### config.mk
export PLATFORM = sky130hd
export DESIGN_NAME = oam_dma
export DESIGN_NICKNAME = d
export VERILOG_FILES = /design/src/rtl/oam_dma.sv
export SDC_FILE = /design/constraint.sdc
export NUM_CORES = 1
export LEC_CHECK = 0
export CORE_MARGIN = 1
export CORE_UTILIZATION = 32
export CTS_BUF_LIST = sky130_fd_sc_hd__clkbuf_8 sky130_fd_sc_hd__clkbuf_16
export DETAILED_ROUTE_END_ITERATION = 7
export PLACE_DENSITY = 0.66
export SLEW_MARGIN = 40
export SYNTH_ARGS = -nofsm -noshare
export SYNTH_HDL_FRONTEND = slang
export SYNTH_SLANG_ARGS = --single-unit
### constraint.sdc
create_clock -name clk -period 2.15 [get_ports clk]
set_input_delay 0.43 -clock clk [delete_from_list [all_inputs] [get_ports clk]]
set_output_delay 0.43 -clock clk [all_outputs]
set_load 0.005 [all_outputs]
### src/rtl/oam_dma.sv
// oam_dma -- sprite-attribute DMA engine.
// A CPU write to the DMA register latches a source page and copies LENGTH
// bytes from {page,idx} to DEST_BASE+idx, one byte every two cycles
// (READ then WRITE). The read data returns the cycle after the READ, so
// it is passed straight through to the bus during WRITE.
// Ports:
//   clk, reset (async, active low)
//   cpu_write_en, cpu_wdata : CPU strobe / source page
//   dma_bus_op, dma_addr, dma_wdata, dma_rdata : memory bus
//   dma_active : transfer in progress
//   src_page   : readback of the raw page register
//   done       : one-cycle pulse after the final write
package oam_dma_pkg;
  typedef enum logic [1:0] {BUS_IDLE, BUS_READ, BUS_WRITE} bus_op_t;
endpackage

module oam_dma
  import oam_dma_pkg::*;
#(
  parameter logic [15:0] DEST_BASE = 16'hFE00,
  parameter int          LENGTH    = 160
) (
  input  logic        clk,
  input  logic        reset,
  input  logic        cpu_write_en,
  input  logic [7:0]  cpu_wdata,
  output bus_op_t     dma_bus_op,
  output logic [15:0] dma_addr,
  output logic [7:0]  dma_wdata,
  input  logic [7:0]  dma_rdata,
  output logic        dma_active,
  output logic [7:0]  src_page,
  output logic        done
);

  typedef enum logic [1:0] {IDLE, START, READ, WRITE} state_t;

  localparam logic [7:0] LAST_IDX = 8'(LENGTH - 1);

  state_t     state, state_n;
  logic [7:0] idx, idx_n;
  logic [7:0] page, page_n;
  logic       done_n;
  logic [7:0] eff_page;

  // Pages E0..FF mirror work RAM C0..DF.
  assign eff_page = (page >= 8'hE0) ? (page - 8'h20) : page;

  always_ff @(posedge clk or negedge reset) begin
    if (!reset) begin
      state <= IDLE;
      idx   <= 8'h00;
      page  <= 8'h00;
      done  <= 1'b0;
    end else begin
      state <= state_n;
      idx   <= idx_n;
      page  <= page_n;
      done  <= done_n;
    end
  end

  // A CPU strobe overrides everything, including the final write, so a
  // colliding restart never produces a done pulse.
  always_comb begin
    state_n = state;
    idx_n   = idx;
    page_n  = page;
    done_n  = 1'b0;
    if (cpu_write_en) begin
      page_n  = cpu_wdata;
      idx_n   = 8'h00;
      state_n = START;
    end else begin
      case (state)
        IDLE:  state_n = IDLE;
        START: state_n = READ;
        READ:  state_n = WRITE;
        WRITE: begin
          if (idx == LAST_IDX) begin
            state_n = IDLE;
            done_n  = 1'b1;
          end else begin
            idx_n   = idx + 8'h01;
            state_n = READ;
          end
        end
        default: state_n = IDLE;
      endcase
    end
  end

  // Bus outputs depend on registered state only (plus the read-data
  // pass-through), never on the CPU strobe.
  always_comb begin
    dma_bus_op = BUS_IDLE;
    dma_addr   = 16'h0000;
    dma_wdata  = 8'h00;
    case (state)
      READ: begin
        dma_bus_op = BUS_READ;
        dma_addr   = {eff_page, idx};
      end
      WRITE: begin
        dma_bus_op = BUS_WRITE;
        dma_addr   = DEST_BASE + {8'h00, idx};
        dma_wdata  = dma_rdata;
      end
      default: ;
    endcase
  end

  assign dma_active = (state != IDLE);
  assign src_page   = page;

endmodule

# Yosys cells after proc, flatten, opt, wreduce, memory -nomap -nowiden
# Cells that the tools add are included.
dict set report op_classes {
  order_cmp 1
  n_eq_ne 5
  reduce_logical 4
  n_mux 13
  add_sub_neg 3
}
# op count
set ops {}
lappend ops {{two-way mux 8 bit} 5}
lappend ops {{one-hot mux 16 bit (2 select lines)} 1}
lappend ops {{adder 10 x 9 -> 11 bit (first input constant)} 1}
lappend ops {{adder 8 x 1 -> 8 bit (second input constant)} 1}
lappend ops {{equality test 8 bit (second input constant)} 1}
lappend ops {{greater-or-equal comparator 8 bit (second input constant)} 1}
lappend ops {{one-hot mux 2 bit (4 select lines)} 1}
lappend ops {{subtractor 8 x 6 -> 8 bit (second input constant)} 1}
lappend ops {{equality test 2 bit (second input constant)} 2}
lappend ops {{two-way mux 2 bit} 2}
lappend ops {{one-hot mux 2 bit (2 select lines)} 1}
lappend ops {{nonzero test 2 bit} 2}
lappend ops {{two-way mux 1 bit} 3}
lappend ops {{equality test 2 x 1 -> 1 bit (second input constant)} 1}
lappend ops {{zero test 2 bit} 1}
lappend ops {{inequality test 2 bit (second input constant)} 1}
lappend ops {{AND reduction 2 bit} 1}
dict set report word_totals {
  regBits 19
}

# Logic depth before layout (Yosys ltp)
dict set report depth {
  ltp_word 4
  depth_mapped 5
  mapped_depth_nobuf 5
}

# Worst setup path after synthesis
# Ideal clock, no wire load.
dict set report synth_timing {
  path_type {flip-flop to flip-flop}
  from {register idx[5]}
  to {register idx[0]}
  stages_incl_launch_ff 4
  period_less_slack_ns 1.540
  arrival_ns 1.415
  setup_ns 0.125
  setup_slack_ns 0.610
  path_buffers 0
  path_cell_list {dfrtp_1 > or3b_1 > o31a_1 > mux2_4}
}
dict set report synth_via {
  elab_chain_len 3
}
# item line
set synth_lines {}
lappend synth_lines {{start, declared} 41} ;# logic [7:0] idx, idx_n;
lappend synth_lines {{start signal, assigned} 57} ;# idx <= idx_n;
lappend synth_lines {{equality test 8 bit} 80} ;# if (idx == LAST_IDX) begin
lappend synth_lines {{inequality test 2 bit (no source line)} --}
lappend synth_lines {{AND reduction 2 bit (no source line)} --}
# Every way passes these cells.
# A chain may end at the register's enable or synchronous reset.

# Final worst setup path
dict set report layout_timing {
  from {register state[0]}
  to {output dma_bus_op[1]}
}
dict set report layout_via {
  elab_chain_len 2
}
# item line
set layout_lines {}
lappend layout_lines {{start, declared} 40} ;# state_t state, state_n;
lappend layout_lines {{start signal, assigned} 56} ;# state <= state_n;
lappend layout_lines {{equality test 2 bit} 99} ;# case (state)
lappend layout_lines {{one-hot mux 2 bit (2 select lines) *} 99}
lappend layout_lines {{end, declared} 27} ;# output bus_op_t dma_bus_op,
# Every way passes the cells marked *; elsewhere a longest branch is shown, timed or not.

==> impl_metrics.env <==
export IMPL_run_status="finished, final reports clean"
export IMPL_crit_path_slowest_cell="dfrtp_2"
export IMPL_initial_utilization=0.3330
export IMPL_finalHoldViolCount=0
export IMPL_yosys_warnings=0
export IMPL_clkTransAtPathRegs_ps=70
export IMPL_cp_slowest_stage_delay_ps=560
export IMPL_final_nets=197
export IMPL_syn2layout_area_growth_pct=60.36
export IMPL_combined_area_of_the_multi_input_logic_cells_um2=588.1
export IMPL_cts_root_buf="clkbuf_8"
export IMPL_die_area_mm2=0.003712
export IMPL_wl_per_cell_um=13.83
export IMPL_report_power_total_uw=862.1
export IMPL_final_cell_mix="clkdlybuf4s50_1 (52), dfrtp_1 (17), and2_1 (11)"
export IMPL_drcViolationCount=0
export IMPL_power_static_leakage_nw=0.7407
export IMPL_worst_path_dominant_cell_family="flip-flops"
export IMPL_cts_max_path_buffers=2
export IMPL_syn_cell_area_mm2=0.001111
export IMPL_finalSetupViolations=0
export IMPL_cap_viol_max_count=0
export IMPL_grt_start_max_net_pins=24
export IMPL_highest_ir_drop_seen_on_vdd_v=0.0002858
export IMPL_ctsHoldBuffers=0
export IMPL_avgSynthCellArea_um2=9.337
export IMPL_worstPathCellList="and2_1 -> clkdlybuf4s50_1"
export IMPL_syn_inst=119
export IMPL_tritoncts_num_sinks=19
export IMPL_crit_buf_inv=1
export IMPL_fp_row_count=21
export IMPL_clock_tree_skew_after_final_layout_ps=2.568
export IMPL_die_width_um=60.93
export IMPL_drt_pre_antenna_iters=4
export IMPL_timing_setup_critical_path_class="flip-flop to output pin"
export IMPL_detail_route_vias_per_cell=4.991
export IMPL_number_of_nets_in_the_synthesized_netlist=140
export IMPL_number_of_storage_elements_in_the_synthesis_netlist=19
export IMPL_grt_antenna_before_repair=0
export IMPL_endpoint_kind="output pin"
export IMPL_layout_area_seq_um2=478.0
export IMPL_synth_yosys_seq_area_share=0.4279
export IMPL_first_pass_grt_wire_length_um=4547
export IMPL_nFillCells=333
export IMPL_totalWireLength_um=3056
export IMPL_clk_latency_ps=260
export IMPL_cts_tree="yes"
export IMPL_ant_nets=0
export IMPL_overflow=0
export IMPL_number_of_global_route_vias_before_repair=936
export IMPL_most_common_library_cell_in_the_layout_ignoring_fill_and_taps="clkdlybuf4s50_1"
export IMPL_fin_setup_tns_ps=0
export IMPL_ios=55
export IMPL_die_h_um=60.93
export IMPL_final_period_minus_worst_setup_slack_ps=2049
export IMPL_max_slew_margin_rel=0.7309
export IMPL_gpl_final_weighted_congestion=0.7972
export IMPL_num_antenna_cells=0
export IMPL_gr_usage_all_layers=0.1706
export IMPL_worst_ep_arrival_time_ps=1620
export IMPL_period_share=0.9529
export IMPL_initialDrtViolationCount=47
export IMPL_worst_r2r_setup_slack_ps=450
export IMPL_detailed_place_hpwl_um=2276
export IMPL_vias=1103
export IMPL_worst_setup_path_start_kind="flip-flop"
export IMPL_cellPowerDensity_mw_per_mm2=483.9
export IMPL_final_max_slew_viol_count=0
export IMPL_port_buffer_count=54
export IMPL_clock_tree_htree_level_count=1
export IMPL_clock_fmax_mhz=488.1
export IMPL_layout_drive_gt1_share=0.1257
export IMPL_crit_fanout=19
export IMPL_unrepaired_setup_endpoints_after_global_routing="no"
export IMPL_crit_required_ps=1720
export IMPL_design_core_area_mm2=0.003337
export IMPL_holdCritPathClass="primary input to asynchronous set/reset pin"
export IMPL_worst_pin_slew_ps=402.8
export IMPL_numCtsBuffers=3
export IMPL_synth_cell_types=35
cell usage after synthesis:
cell type  count  area share
dfrtp_1       19        0.43
and2_1        11       0.062
and3_1         8       0.045
clkbuf_1       7       0.024
nand2_1        7       0.024
a21oi_1        6       0.027
mux2_2         6       0.061
o21a_1         6       0.041
inv_1          4       0.014
nor2b_1        4       0.023
nor3_1         4       0.018
a31oi_1        3       0.017
nand3_1        3       0.014
nand4_1        3       0.017
nor2_1         3       0.010
o21ai_0        3       0.014
a211oi_1       2       0.014
ha_1           2       0.023
nand2b_1       2       0.011
a311o_1        1      0.0090
a311oi_1       1      0.0079
and4_1         1      0.0079
buf_1          1      0.0034
buf_2          1      0.0045
mux2_4         1       0.014
mux2i_1        1      0.0090
nor3b_1        1      0.0068
nor4_1         1      0.0056
nor4bb_1       1      0.0090
o31a_1         1      0.0079
o31ai_1        1      0.0068
or2_2          1      0.0056
or3_1          1      0.0056
or3b_1         1      0.0079
or4_1          1      0.0068
flip-flops by register name, summed over array words and instances, names as in the netlist:
register,count
src_page,8
idx,8
state,2
done,1
metal layers:
metal / share of wire / routed length, um / GRT usage / vias to the layer above
met5: 0 / 0 / 0 / -
met4: 0.0059 / 18 / 0.03896 / 0
met3: 0.028 / 85 / 0.05117 / 3
met2: 0.49 / 1490 / 0.2653 / 21
met1: 0.48 / 1461 / 0.2339 / 537
li1: - / - / - / 542
repair_timing:
item                                    4_1_cts  5_1_grt
resized for setup                             2        4
endpoints found under the setup margin        4       10
buffers inserted                              2        0
pin swaps                                     1        1
gates cloned                                  0        0
stage by stage:
| step | util | area (um^2) | setup slack (ps) | hold slack, ps | std cells |
|---|---|---|---|---|---|
| 6_report | 0.5339 | 1782 | 101.3 | 496.4 | 221 |
| 2_1_floorplan | - | 1111 | 609.6 | 134.4 | 119 |
| 3_3_place_gp | 0.5129 | 1712 | 194.6 | 512.5 | 215 |
| 3_5_place_dp | 0.5129 | 1712 | 154.3 | 532.0 | 215 |
| 5_1_grt | 0.5339 | 1782 | 38.68 | 537.2 | 221 |
| 4_1_cts | 0.5313 | 1773 | -19.68 | 503.1 | 221 |
report_power, final:
part	total [mW]	internal [mW]	switching [mW]
clock network	0.247	0.127	0.120
logic	0.211	0.139	0.0718
registers	0.404	0.378	0.0263
total	0.862	0.644	0.218
kinds of logic (layout without fill, tap and decap cells):
| group | Yosys count | count (layout) | synth area share |
|---|---|---|---|
| flops | 19 | 19 | 0.4279 |
| compound gates | 24 | 24 | 0.1430 |
| buf+inv | 13 | 69 | 0.04504 |
| mux | 8 | 8 | 0.08333 |
| fa+ha+maj | 2 | 2 | 0.02252 |
| simple gates | 53 | 53 | 0.2782 |
final cells by class:
cell class                 count  area share
clock buffer                   3     0.02317
clock inverter                 1    0.002107
inverter                       4    0.008427
multi-input combinational     87      0.3301
sequential                    19      0.2683
tap                           46     0.03230
timing repair buffer          61      0.3357
worst reg2reg max path, cell delays in order (launching register included):
cell and delay [ps]:
dfrtp_2 560, buf_4 190, nand4_1 200, or4_1 520
a21oi_1 170
final timing paths:
| check | to | cells past startpoint | start |
|---|---|---|---|
| setup / recovery | dma_bus_op[1] | 2 | state[0] |
| hold / removal | idx[6] | 2 | reset |
| setup reg to reg | idx[7] | 4 | state[0] |
| hold reg to reg | src_page[1] | 1 | src_page[1] |
| max in group asynchronous | state[0] | 2 | reset |
| min in group clk | src_page[1] | 1 | src_page[1] |
No activity file was read; power rests on OpenSTA's default activity.
